## config.mk

```make
export PLATFORM = sky130hd
export DESIGN_NAME = add_accum
export DESIGN_NICKNAME = d
export VERILOG_FILES = /design/src/rtl/add_accum.sv
export SDC_FILE = /design/constraint.sdc
export NUM_CORES = 1
export LEC_CHECK = 0
export BUFFER_PORTS_ARGS = -buffer_cell sky130_fd_sc_hd__buf_2
export CORE_AREA = 2 2 50 52
export CTS_CLUSTER_SIZE = 8
export DETAILED_ROUTE_END_ITERATION = 8
export DIE_AREA = 0 0 52 54
export GPL_ROUTABILITY_DRIVEN = 1
export GPL_TIMING_DRIVEN = 0
export PLACE_DENSITY = 0.83
export SLEW_MARGIN = 20
export SYNTH_ARGS = -nofsm -noshare
export SYNTH_HDL_FRONTEND = slang
export SYNTH_SLANG_ARGS = --single-unit
```

## constraint.sdc

```tcl
create_clock -name CLK -period 2.2 [get_ports CLK]
set_input_delay 0.11 -clock CLK [delete_from_list [all_inputs] [get_ports CLK]]
set_output_delay 0.11 -clock CLK [all_outputs]
set_load 0.01 [all_outputs]
```

## src/rtl/add_accum.sv

```systemverilog
// Frame accumulator: sums FRAME_LEN handshaked operands through an external
// combinational adder and presents the wrapped sum plus a sticky carry flag.
module add_accum #(
    parameter int BIT_NUM   = 8,
    parameter int FRAME_LEN = 4
) (
    input  logic               CLK,
    input  logic               RST_N,
    input  logic               IN_VALID,
    output logic               IN_READY,
    input  logic [BIT_NUM-1:0] IN_DATA,
    output logic [BIT_NUM-1:0] ADD_A,
    output logic [BIT_NUM-1:0] ADD_B,
    input  logic [BIT_NUM-1:0] ADD_O,
    input  logic               ADD_C,
    output logic               OUT_VALID,
    input  logic               OUT_READY,
    output logic [BIT_NUM-1:0] OUT_SUM,
    output logic               OUT_OVF
);

    typedef enum logic [1:0] {
        INIT,
        COLLECT,
        HOLD
    } state_t;

    localparam logic [7:0] LAST_CNT = 8'(FRAME_LEN - 1);

    state_t             state;
    state_t             state_next;
    logic [BIT_NUM-1:0] acc;
    logic [7:0]         cnt;
    logic               ovf;
    logic               in_ready_q;
    logic               out_valid_q;
    logic               accept;
    logic               out_accept;

    always_comb begin
        state_next = state;
        accept     = 1'b0;
        out_accept = 1'b0;
        case (state)
            INIT: state_next = COLLECT;
            COLLECT: begin
                if (IN_VALID) begin
                    accept = 1'b1;
                    if (cnt == LAST_CNT) begin
                        state_next = HOLD;
                    end
                end
            end
            HOLD: begin
                if (OUT_READY) begin
                    out_accept = 1'b1;
                    state_next = COLLECT;
                end
            end
            default: state_next = INIT;
        endcase
    end

    // Handshake flags are flopped from the next state so they are glitch-free
    // and carry no combinational path from IN_VALID or OUT_READY.
    always_ff @(posedge CLK) begin
        if (!RST_N) begin
            state       <= INIT;
            in_ready_q  <= 1'b0;
            out_valid_q <= 1'b0;
        end else begin
            state       <= state_next;
            in_ready_q  <= (state_next == COLLECT);
            out_valid_q <= (state_next == HOLD);
        end
    end

    always_ff @(posedge CLK) begin
        if (!RST_N || out_accept) begin
            acc <= '0;
            cnt <= '0;
            ovf <= 1'b0;
        end else if (accept) begin
            acc <= ADD_O;
            cnt <= cnt + 8'd1;
            ovf <= ovf | ADD_C;
        end
    end

    assign IN_READY  = in_ready_q;
    assign OUT_VALID = out_valid_q;
    assign ADD_A     = acc;
    assign ADD_B     = IN_DATA;
    assign OUT_SUM   = acc;
    assign OUT_OVF   = ovf;

endmodule
```

=== Yosys cells after proc, flatten, opt, wreduce, memory -nomap -nowiden ===
Cells that the tools add are included.

* Add/sub/neg operators: 1
* Equality and inequality tests: 5
* Multiplexer cells: 8
* Bitwise gates (word level): 1
* Reductions and logical operators: 3

{| class="wikitable"
|+ Operators by type and width
! kind !! count
|-
| $add A8 B1 Y8 const B || 1
|-
| $eq A8 B2 Y1 const B || 1
|-
| $mux W2 || 3
|-
| $pmux W2 S3 || 1
|-
| $eq A2 B1 Y1 const B || 2
|-
| $eq A2 B2 Y1 const B || 2
|-
| $mux W1 || 4
|-
| $logic_not A2 Y1 || 1
|-
| $logic_not A1 Y1 || 1
|-
| $logic_or A1 B1 Y1 || 1
|-
| $or A1 B1 Y1 || 1
|}

* Flip-flop bits (word level): 21
* Output and inout port bits: 27

=== Depth between registers and ports, before layout ===
* Depth after elaboration: 5
* Mapped depth: 4
* Depth with buffers taken out: 4

=== Worst setup path before layout ===
Ideal clock, no wire load.

* Path type: register -> register
* Start point: register cnt[2]
* End point: register out_valid_q, in the netlist OUT_VALID
* Setup time: 95 ps
* Data arrival time: 1474 ps
* Setup slack: 631 ps
* Cell stages (with the launch flop): 4
* Buffers on the path: 0
* Period minus slack after synthesis: 1569 ps
* Cell sequence: dfxtp_1 > or4_1 > or4_4 > a221oi_1

* Cells in the longest elaborated chain, start to end: 5

{| class="wikitable"
|+ RTL lines
! what !! RTL line !! source
|-
| from (decl) || 33 || <nowiki>logic [7:0] cnt;</nowiki>
|-
| from (signal assigned) || 85 || <nowiki>cnt <= cnt + 8'd1;</nowiki>
|-
| $eq A8 B2 Y1 || 49 || <nowiki>if (cnt == LAST_CNT) begin</nowiki>
|-
| $mux W2 || 49 ||
|-
| $mux W2 || 47 || <nowiki>if (IN_VALID) begin</nowiki>
|-
| $pmux W2 S3 || 44 || <nowiki>case (state)</nowiki>
|-
| $eq A2 B2 Y1 || 74 || <nowiki>out_valid_q <= (state_next == HOLD);</nowiki>
|-
| to (signal assigned) || 74 ||
|-
| to (decl) || 36 || <nowiki>logic out_valid_q;</nowiki>
|}

No other way between the ends.
A chain may end at the register's enable or synchronous reset.

=== Final worst setup path ===
* Start point: register cnt[0]
* End point: register state[1]

* Cells in the longest elaborated chain, start to end: 4

{| class="wikitable"
|+ RTL lines
! what !! RTL line !! source
|-
| $eq A8 B2 Y1 || 49 ||
|-
| $mux W2 || 49 ||
|-
| $mux W2 || 47 ||
|-
| $pmux W2 S3 || 44 ||
|-
| to (signal assigned) || 72 || <nowiki>state <= state_next;</nowiki>
|-
| to (decl) || 30 || <nowiki>state_t state;</nowiki>
|}

No other way between the ends.

==> flow_summary.yaml <==
critical_path:
  crit_type: "reg2reg"
  setup.worst_path.start_class: "flip-flop"
  r2r_cells: 4
  critPathMaxFanout: 6
  arrival_ns: 1.90
  worstPathRequired_ns: 2.42
  endpoint_kind: "flip-flop"
global_routing:
  grt_pass1_wl_um: 3180
  grt_pass1_vias: 741
  grt_max_degree: 12
  overflow: 0
  antenna_found_initial: 0
  grt_usage: 0.1552
timing:
  maxSlewViolCount: 0
  worst_pin_slew_ns: 0.4443
  setup_violations: 0
  timing.slew.headroom: 0.7038
  fin_crit_sh: 0.7663
  fmax_mhz: 593.2
  fin_setup_tns_ns: 0
  skew_ns: 0.006146
  rsz0062_at_grt: "false"
  hold_viol: 0
  min_period_ns: 1.686
synthesis:
  synthMuxAreaShare: 0
  synthFlopType: "dfxtp_1"
  synth.area.top_cells: "dfxtp_1 (45%), buf_4 (13%), nand2_1 (8.9%)"
  synth_adder_area_share: 0.01348
  netlist_area_um2: 928.4
  synth-compound-area-share: 0.1375
  yosys_warnings: 0
  synth_edf_count: 0
  synth_simple_gate_area_frac: 0.2278
  synth.most_common_cell: "nand2_1"
  yosysTopAreaCell: "dfxtp_1"
  synth_nets: 131
  synth.avg_cell_area_um2: 8.517
  synth_top_family_by_area: "simple AND/OR/NAND/NOR gates"
  syn_inst: 109
  synth_xor_area_frac: 0.01887
  yosysSeqAreaShare: 0.4528
  synth_cell_types: 22
  yosys-top-cells-count: "nand2_1 (22), dfxtp_1 (21), buf_4 (16)"
  synth_top_area_frac: 0.4528
  synth-seq-cells: 21
  synthArstFlopShare: 0
finish:
  antenna_cells: 0
  finalNonFillerCells: 182
  drive_gt1_frac: 0.4013
  synthToLayoutAreaGrowth_pct: 27.90
  num-fill-cells: 211
  nets: 175
floorplanning:
  fp.dieW_um: 52
  start_util: 0.4002
  die-area_mm2: 0.002808
  ios: 48
  core_area_mm2: 0.002320
  die_h_um: 54
  placementRows: 18
drt:
  ant_nets: 0
  wirelength_um: 1905
  num_vias: 876
  wl_per_cell_um: 10.47
  dr.pass1.iters: 4
  drc: 0
  drt_iter0_drc: 9
  vias_per_cell: 4.813
clock_tree:
  cts_tree: "done"
  clk_latency_ns: 0.30
  clkSlewWorstSetupHoldPaths_ns: 0.11
  clkSinkCount: 21
  hold_buffers: 0
  root_buffer: "clkbuf_4"
  cts-buffers-inserted: 3
  cts.path.max_buffers: 2
  ctsResizeCount: 0
  htreeDepth: 1
  postCtsSetupRepairBufs: 0
placement:
  numPortBuffers: 39
  dp_cells: 178
  gp_congestion: 0.7540
  dp.final_hpwl_um: 1499
job:
  maxCapViolCount: 0
power:
  fin_total_pwr_mw: 0.6755
  leakage_nw: 0.5577
  ir_drop_mv: 0.2932
  pwr_density_cell_mw_per_mm2: 568.9
outcome:
  status: "finished, final reports clean"
worst_hold_path:
  min_path_cells: 3
  hold_class: "in2reg"
-- path summary, 6_finish.rpt --
path | start | endpoint | slack [ns]
min | ADD_O[5] | ADD_A[5] | 0.03
max reg2reg | cnt[0] | state[1] | 0.51
min reg2reg | ADD_A[6] | ADD_A[6] | 0.47
max | cnt[0] | state[1] | 0.51
-- registers in the layout, summed over array words and instances, names as in the netlist --
name and flops:
OUT_VALID 1, IN_READY 1, cnt 8, ADD_A 8
OUT_OVF 1, state 2
-- through the flow --
stage / setup slack (ns) / utilization / hold slack, ns / cell area [um^2]
after global placement: 0.5591 / 0.5005 / 0.3405 / 1161
after detailed placement: 0.5417 / 0.5005 / 0.3464 / 1161
after global routing: 0.2793 / 0.5119 / 0.02890 / 1187
after CTS: 0.5139 / 0.5119 / 0.03827 / 1187
final: 0.5142 / 0.5119 / 0.03189 / 1187
after floorplan: 0.6307 / - / 0.2460 / 928.4
-- area by class of cell --
class	instances	area (um^2)	area share
Clock buffer	4	26.28	0.02213
Inverter	2	7.507	0.006322
Buffer	19	131.4	0.1106
Timing Repair Buffer	39	195.2	0.1644
Tap cell	30	37.54	0.03161
Multi-Input combinational cell	67	369.1	0.3109
Sequential cell	21	420.4	0.3541
-- power by group --
part / switching, mW / internal (mW)
sequential: 0.00897 / 0.392
combinational: 0.0457 / 0.0499
clock: 0.108 / 0.0707
total: 0.163 / 0.513
-- routing by layer --
metal	share of wire	GRT usage	up-vias
met1	0.38	0.1607	389
met5	0	0	-
li1	-	-	448
met2	0.52	0.2932	35
met4	0.022	0.09211	0
met3	0.075	0.02500	4
-- critical path: stages (launching register included) --
cell,delay (ns)
dfxtp_1,0.39
ha_1,0.17
nand4b_1,0.23
or4_4,0.57
a221oi_1,0.25
-- cell families (layout without fill, tap and decap cells) --
| kind of cell | count (synthesis) | count (layout) |
|---|---|---|
| and+or+nand+nor | 41 | 41 |
| buffers and inverters | 21 | 64 |
| adders and majority gates | 1 | 1 |
| DFF | 21 | 21 |
| xor gates and xnor gates | 2 | 2 |
| AOI/OAI and AO/OA | 23 | 23 |
-- cell usage in the layout (no fill, tap or decap), types with 3 or more instances in the layout --
cell       n
buf_2     39
o21ai_0    4
clkbuf_4   3
dfxtp_1   21
nor2_1     3
buf_4     16
nand2_1   22
clkbuf_1   4
or4_1      3
or3_1      3
a21oi_1   15
(Power assumes the default switching activity.)
